$ cat src/rtl/random_matrix_fill.sv
// Fills a rows x cols matrix in memory with xorshift32 pseudo-random elements,
// one write per accepted handshake, starting at base_addr and wrapping the address space.
module random_matrix_fill #(
    parameter int DATA_WIDTH = 16,
    parameter int ADDR_WIDTH = 10,
    parameter int MAX_DIM    = 32
) (
    input  logic                  clk,
    input  logic                  rst_n,
    input  logic                  start,
    input  logic                  abort,
    input  logic [31:0]           seed,
    input  logic [5:0]            rows,
    input  logic [5:0]            cols,
    input  logic [ADDR_WIDTH-1:0] base_addr,
    input  logic [DATA_WIDTH-1:0] value_mask,
    output logic                  wr_en,
    input  logic                  wr_ready,
    output logic [ADDR_WIDTH-1:0] wr_addr,
    output logic [DATA_WIDTH-1:0] wr_data,
    output logic                  busy,
    output logic                  done,
    output logic                  error
);

    // A zero seed would lock xorshift at zero forever, so it is replaced.
    localparam logic [31:0] ZERO_SEED_SUB = 32'h2545F491;
    localparam logic [6:0]  MAX_DIM_V     = 7'(MAX_DIM);

    typedef enum logic [1:0] {
        IDLE,
        SEED,
        RUN,
        DONE
    } state_t;

    state_t                  state_q;
    state_t                  state_d;
    logic [31:0]             seed_q;
    logic [31:0]             prng_q;
    logic [31:0]             prng_next;
    logic [ADDR_WIDTH-1:0]   base_q;
    logic [DATA_WIDTH-1:0]   mask_q;
    logic [11:0]             index_q;
    logic [11:0]             total_q;
    logic [11:0]             job_total;
    logic                    error_q;
    logic                    dims_ok;
    logic                    take_job;
    logic                    accept;
    logic                    last;

    function automatic logic [31:0] xorshift32(input logic [31:0] s);
        logic [31:0] t;
        t = s ^ (s << 13);
        t = t ^ (t >> 17);
        t = t ^ (t << 5);
        return t;
    endfunction

    assign dims_ok   = (rows != 6'd0) && ({1'b0, rows} <= MAX_DIM_V) &&
                       (cols != 6'd0) && ({1'b0, cols} <= MAX_DIM_V);
    assign job_total = {6'd0, rows} * {6'd0, cols};
    assign take_job  = (state_q == IDLE) && start && dims_ok;
    assign prng_next = xorshift32(prng_q);
    assign accept    = (state_q == RUN) && wr_ready;
    assign last      = (index_q == total_q - 12'd1);

    always_ff @(posedge clk) begin
        if (!rst_n) begin
            state_q <= IDLE;
        end else begin
            state_q <= state_d;
        end
    end

    // Abort takes priority over completion, so an aborted job never reports done.
    always_comb begin
        state_d = state_q;
        case (state_q)
            IDLE: begin
                if (take_job) begin
                    state_d = SEED;
                end
            end
            SEED: begin
                state_d = abort ? IDLE : RUN;
            end
            RUN: begin
                if (abort) begin
                    state_d = IDLE;
                end else if (accept && last) begin
                    state_d = DONE;
                end
            end
            DONE: begin
                state_d = IDLE;
            end
            default: begin
                state_d = IDLE;
            end
        endcase
    end

    always_ff @(posedge clk) begin
        if (!rst_n) begin
            seed_q  <= '0;
            prng_q  <= '0;
            base_q  <= '0;
            mask_q  <= '0;
            index_q <= '0;
            total_q <= '0;
            error_q <= 1'b0;
        end else begin
            error_q <= (state_q == IDLE) && start && !dims_ok;
            if (take_job) begin
                seed_q  <= seed;
                base_q  <= base_addr;
                mask_q  <= value_mask;
                total_q <= job_total;
            end
            if (state_q == SEED) begin
                prng_q  <= (seed_q == 32'd0) ? ZERO_SEED_SUB : seed_q;
                index_q <= '0;
            end
            if (accept) begin
                prng_q  <= prng_next;
                index_q <= index_q + 12'd1;
            end
        end
    end

    // Write outputs are pure decodes of held state, so they stay put while wr_ready is low.
    always_comb begin
        wr_en   = (state_q == RUN);
        wr_data = '0;
        wr_addr = '0;
        if (wr_en) begin
            wr_data = prng_next[DATA_WIDTH-1:0] & mask_q;
            wr_addr = base_q + ADDR_WIDTH'(index_q);
        end
        busy  = (state_q == SEED) || (state_q == RUN);
        done  = (state_q == DONE);
        error = error_q;
    end

endmodule

$ cat config.mk
export PLATFORM = sky130hd
export DESIGN_NAME = random_matrix_fill
export DESIGN_NICKNAME = d
export VERILOG_FILES = /design/src/rtl/random_matrix_fill.sv
export SDC_FILE = /design/constraint.sdc
export NUM_CORES = 1
export LEC_CHECK = 0
export ABC_AREA = 1
export CAP_MARGIN = 20
export CORE_MARGIN = 8
export CORE_UTILIZATION = 30
export CTS_CLUSTER_SIZE = 20
export DETAILED_ROUTE_END_ITERATION = 10
export SETUP_SLACK_MARGIN = 0.4
export SLEW_MARGIN = 20
export SYNTH_ARGS = -nofsm -noshare
export SYNTH_HDL_FRONTEND = slang
export SYNTH_SLANG_ARGS = --single-unit
$ cat constraint.sdc
create_clock -name clk -period 4.8 [get_ports clk]
set_input_delay 1.2 -clock clk [delete_from_list [all_inputs] [get_ports clk]]
set_output_delay 1.2 -clock clk [all_outputs]
set_load 0.01 [all_outputs]
==> metrics.txt <==
status=finished clean; Ports=105; Placer Congestion=0.831; Post-Synth Adder-Cell Area=0.109; first-pass GRT wire length=35,400 um; Synth Area in XOR/XNOR=0.0775; crit path launch type=primary input; Hold Fails Final Rpt=0; Most used DFF post-synth=dfxtp_1; fraction of registers with async set/reset=0; Synth area leader=dfxtp_1; routed vias=6,966; Worst setup EP type=flip-flop; max-cap violations=0; core footprint=24,300 sq um; cell family with most CP delay=adder cells; GR Overflow Total=0; width of the die=173 um; Max IR drop VDD=0.336 mV; CP bufs+invs=4; total track usage=0.144; Sink Count=117; simple-gate portion of the synthesized area=0.247; most frequent cells in the layout=nand2_1 (195), nor2_1 (136), inv_1 (135); FF-to-FF path depth=13; Seq/Total Area, Yosys=0.316; R2R setup slack=2360 ps; Util after Layout=0.388; die area=30,000 sq um; cts hold-fix bufs=0; Syn-to-layout area delta=27.2%; Vert. Die Dim=173 um; Worst-path clk slew=60 ps; row cnt=57; number of synthesized flops with an enable pin=0; P_leak=0.00431 uW; Mapped Cells=1,057; CP max stage cell=fa_1; syn avg cell area=7.01 sq um; Setup Viol. Count Final=0; power per cell area=499 nW/um^2; synth top area cells=dfxtp_1 (32%), nand2_1 (9.9%), nor2_1 (6.9%), inv_1 (6.8%), o21ai_0 (6.8%); H-tree depth=4; clock latency at the later pin of the worst-skew pair=430 ps; Worst Setup SP=rows[1]; unrepaired setup endpoints after global routing=no; Antenna Nets Post-Route=0; Inserted Clock Buffers=17; Worst EP required=5090 ps; final worst path period share=0.874; Initial Utilization=0.305; post-synthesis mux area share=0; area of the multi-input gates=4350 sq um; main combinational cell family by area after synthesis=simple AND/OR/NAND/NOR gates; critical path depth in cells=15; Layout Skew=15.2 ps; Post-Synthesis Cell Area=7410 sq um; Min-Delay Path Class=flip-flop to flip-flop; CTS tree=done; Reg2Reg Capture Point=prng_q[9]; 1st-pass router iterations=5; fillers=2,538; post-synthesis cell type count=40; Yosys warnings=0; Clock power frac=0.280; Slew @ Worst Pin=725 ps; critical path's largest stage delay=550 ps; via/cell ratio=4.66; final hold slack=453 ps; largest net degree at the start of global routing=75; CP arrival=4480 ps; Tmin final=4190 ps; Final Routed Wirelength=21,600 um; fin. max-slew vios=0; Iter 0 DRT Violations=555; f_max=238 MHz; r2r startpoint=state_q[0]; kind of critical path=primary input to flip-flop; combinational share of power=0.438; clock buffer depth=2; Max FO, Critical Path=3; part of the power in registers=0.282; Synth Area in Compound Gates=0.153; Rel. slew slack=0.516; storage element area=2340 sq um; sw frac=0.415; syn_nets=1,186; Buffers on Ports=104; Root Driver=clkbuf_16; Synth top area share=0.316; crit path cell chain=clkdlybuf4s50_1 > nand2_1 > inv_1 > fa_1 > fa_1 > inv_1 > fa_1 > inv_1 > ha_1 > a21oi_2 > nand2_1 > a21oi_1 > o21ai_0 > xnor2_1 > a21oi_1; most common cell after layout, fill and taps aside=nand2_1; Seq cells post-synth=117; layout cells sized above 1=0.0674; Final nets=1,288; vias in the first global route=6,846; CP Capture Point=total_q[9]; Cell Int Power=2760 uW; Detail Placement HPWL=16,300 um; DR DRC count=0; post-DR wirelength/cell=14.4 um; NetSw=1950 uW; antenna violations before repair=0; post-route setup TNS=0 ps; antenna cells=0
## worst reg2reg max path: cells and delay by family (launching register included)
family,cells,cell delay [ps]
DFF,1,390
buffers and inverters,6,680
and+or+nand+nor,6,1070
adders and majority gates,1,230
## cell usage after synthesis (all sizes together) (9+ instances only)
library cell / number
a21oi: 71
buf: 19
clkbuf: 22
dfxtp: 117
fa: 18
ha: 36
inv: 138
nand2: 197
nand3: 55
nand4: 10
nor2: 140
nor3: 9
o211ai: 10
o21ai: 100
or2: 13
xnor2: 30
xor2: 33
## state kept, by name (all words and copies together) (netlist names)
name     count
prng_q      32
seed_q      32
mask_q      16
index_q     12
total_q     12
base_q      10
state_q      2
error        1
## worst min path at each step
stage                   start        end  slack, ps  cells after the start
global placement    mask_q[3]  mask_q[3]        440                      2
CTS                 mask_q[4]  mask_q[4]        450                      2
detailed placement  mask_q[3]  mask_q[3]        440                      2
finish              mask_q[3]  mask_q[3]        450                      2
global route        mask_q[1]  mask_q[1]        480                      2
floorplan           mask_q[0]  mask_q[0]        430                      2
## cells by family after synthesis
family                     Yosys count
AOI/OAI and AO/OA                  208
xor gates and xnor gates            63
adders and majority gates           54
buffers and inverters              180
DFF                                117
and+or+nand+nor                    435
## metrics by stage
| step | setup WS, ps | area (sq um) | total power (uW) | std cells |
|---|---|---|---|---|
| finish | 605 | 9430 | 4710 | 1496 |
| global route | 408 | 9430 | 5050 | 1496 |
| CTS | 441 | 9400 | 4730 | 1495 |
| detailed placement | 2.76 | 8800 | 3390 | 1463 |
| global placement | 80.1 | 8800 | 3350 | 1463 |
| floorplan | 603 | 7410 | 2740 | 1057 |
## what timing repair did
| item | in CTS | in global routing |
|---|---|---|
| endpoints found under the setup margin | 0 | 4 |
| setup buffers | 0 | 1 |
| resized for setup | 0 | 7 |
## metal layers
metal | share of wire | global-route usage | vias to the layer above
met5 | 0 | 0 | -
met4 | 0.0091 | 0.0388 | 0
met3 | 0.067 | 0.0379 | 16
met2 | 0.41 | 0.210 | 200
met1 | 0.51 | 0.205 | 3130
li1 | - | - | 3620
## power groups by stage
stage / clock network [uW] / registers [uW] / logic, uW
2_1_floorplan: 0 / 1300 / 1440
3_3_place_gp: 0 / 1340 / 2010
3_5_place_dp: 0 / 1340 / 2040
4_1_cts: 1340 / 1330 / 2060
5_1_grt: 1390 / 1350 / 2310
6_report: 1320 / 1330 / 2060
## cell type report
class,count,area share
clock inverters,14,0.0188
flip-flops and latches,117,0.248
repair buffers,124,0.127
well taps,324,0.0430
clock buffers,18,0.0455
inverters,139,0.0556
multi-input cells,760,0.461
No activity file was read; power rests on OpenSTA's default activity.
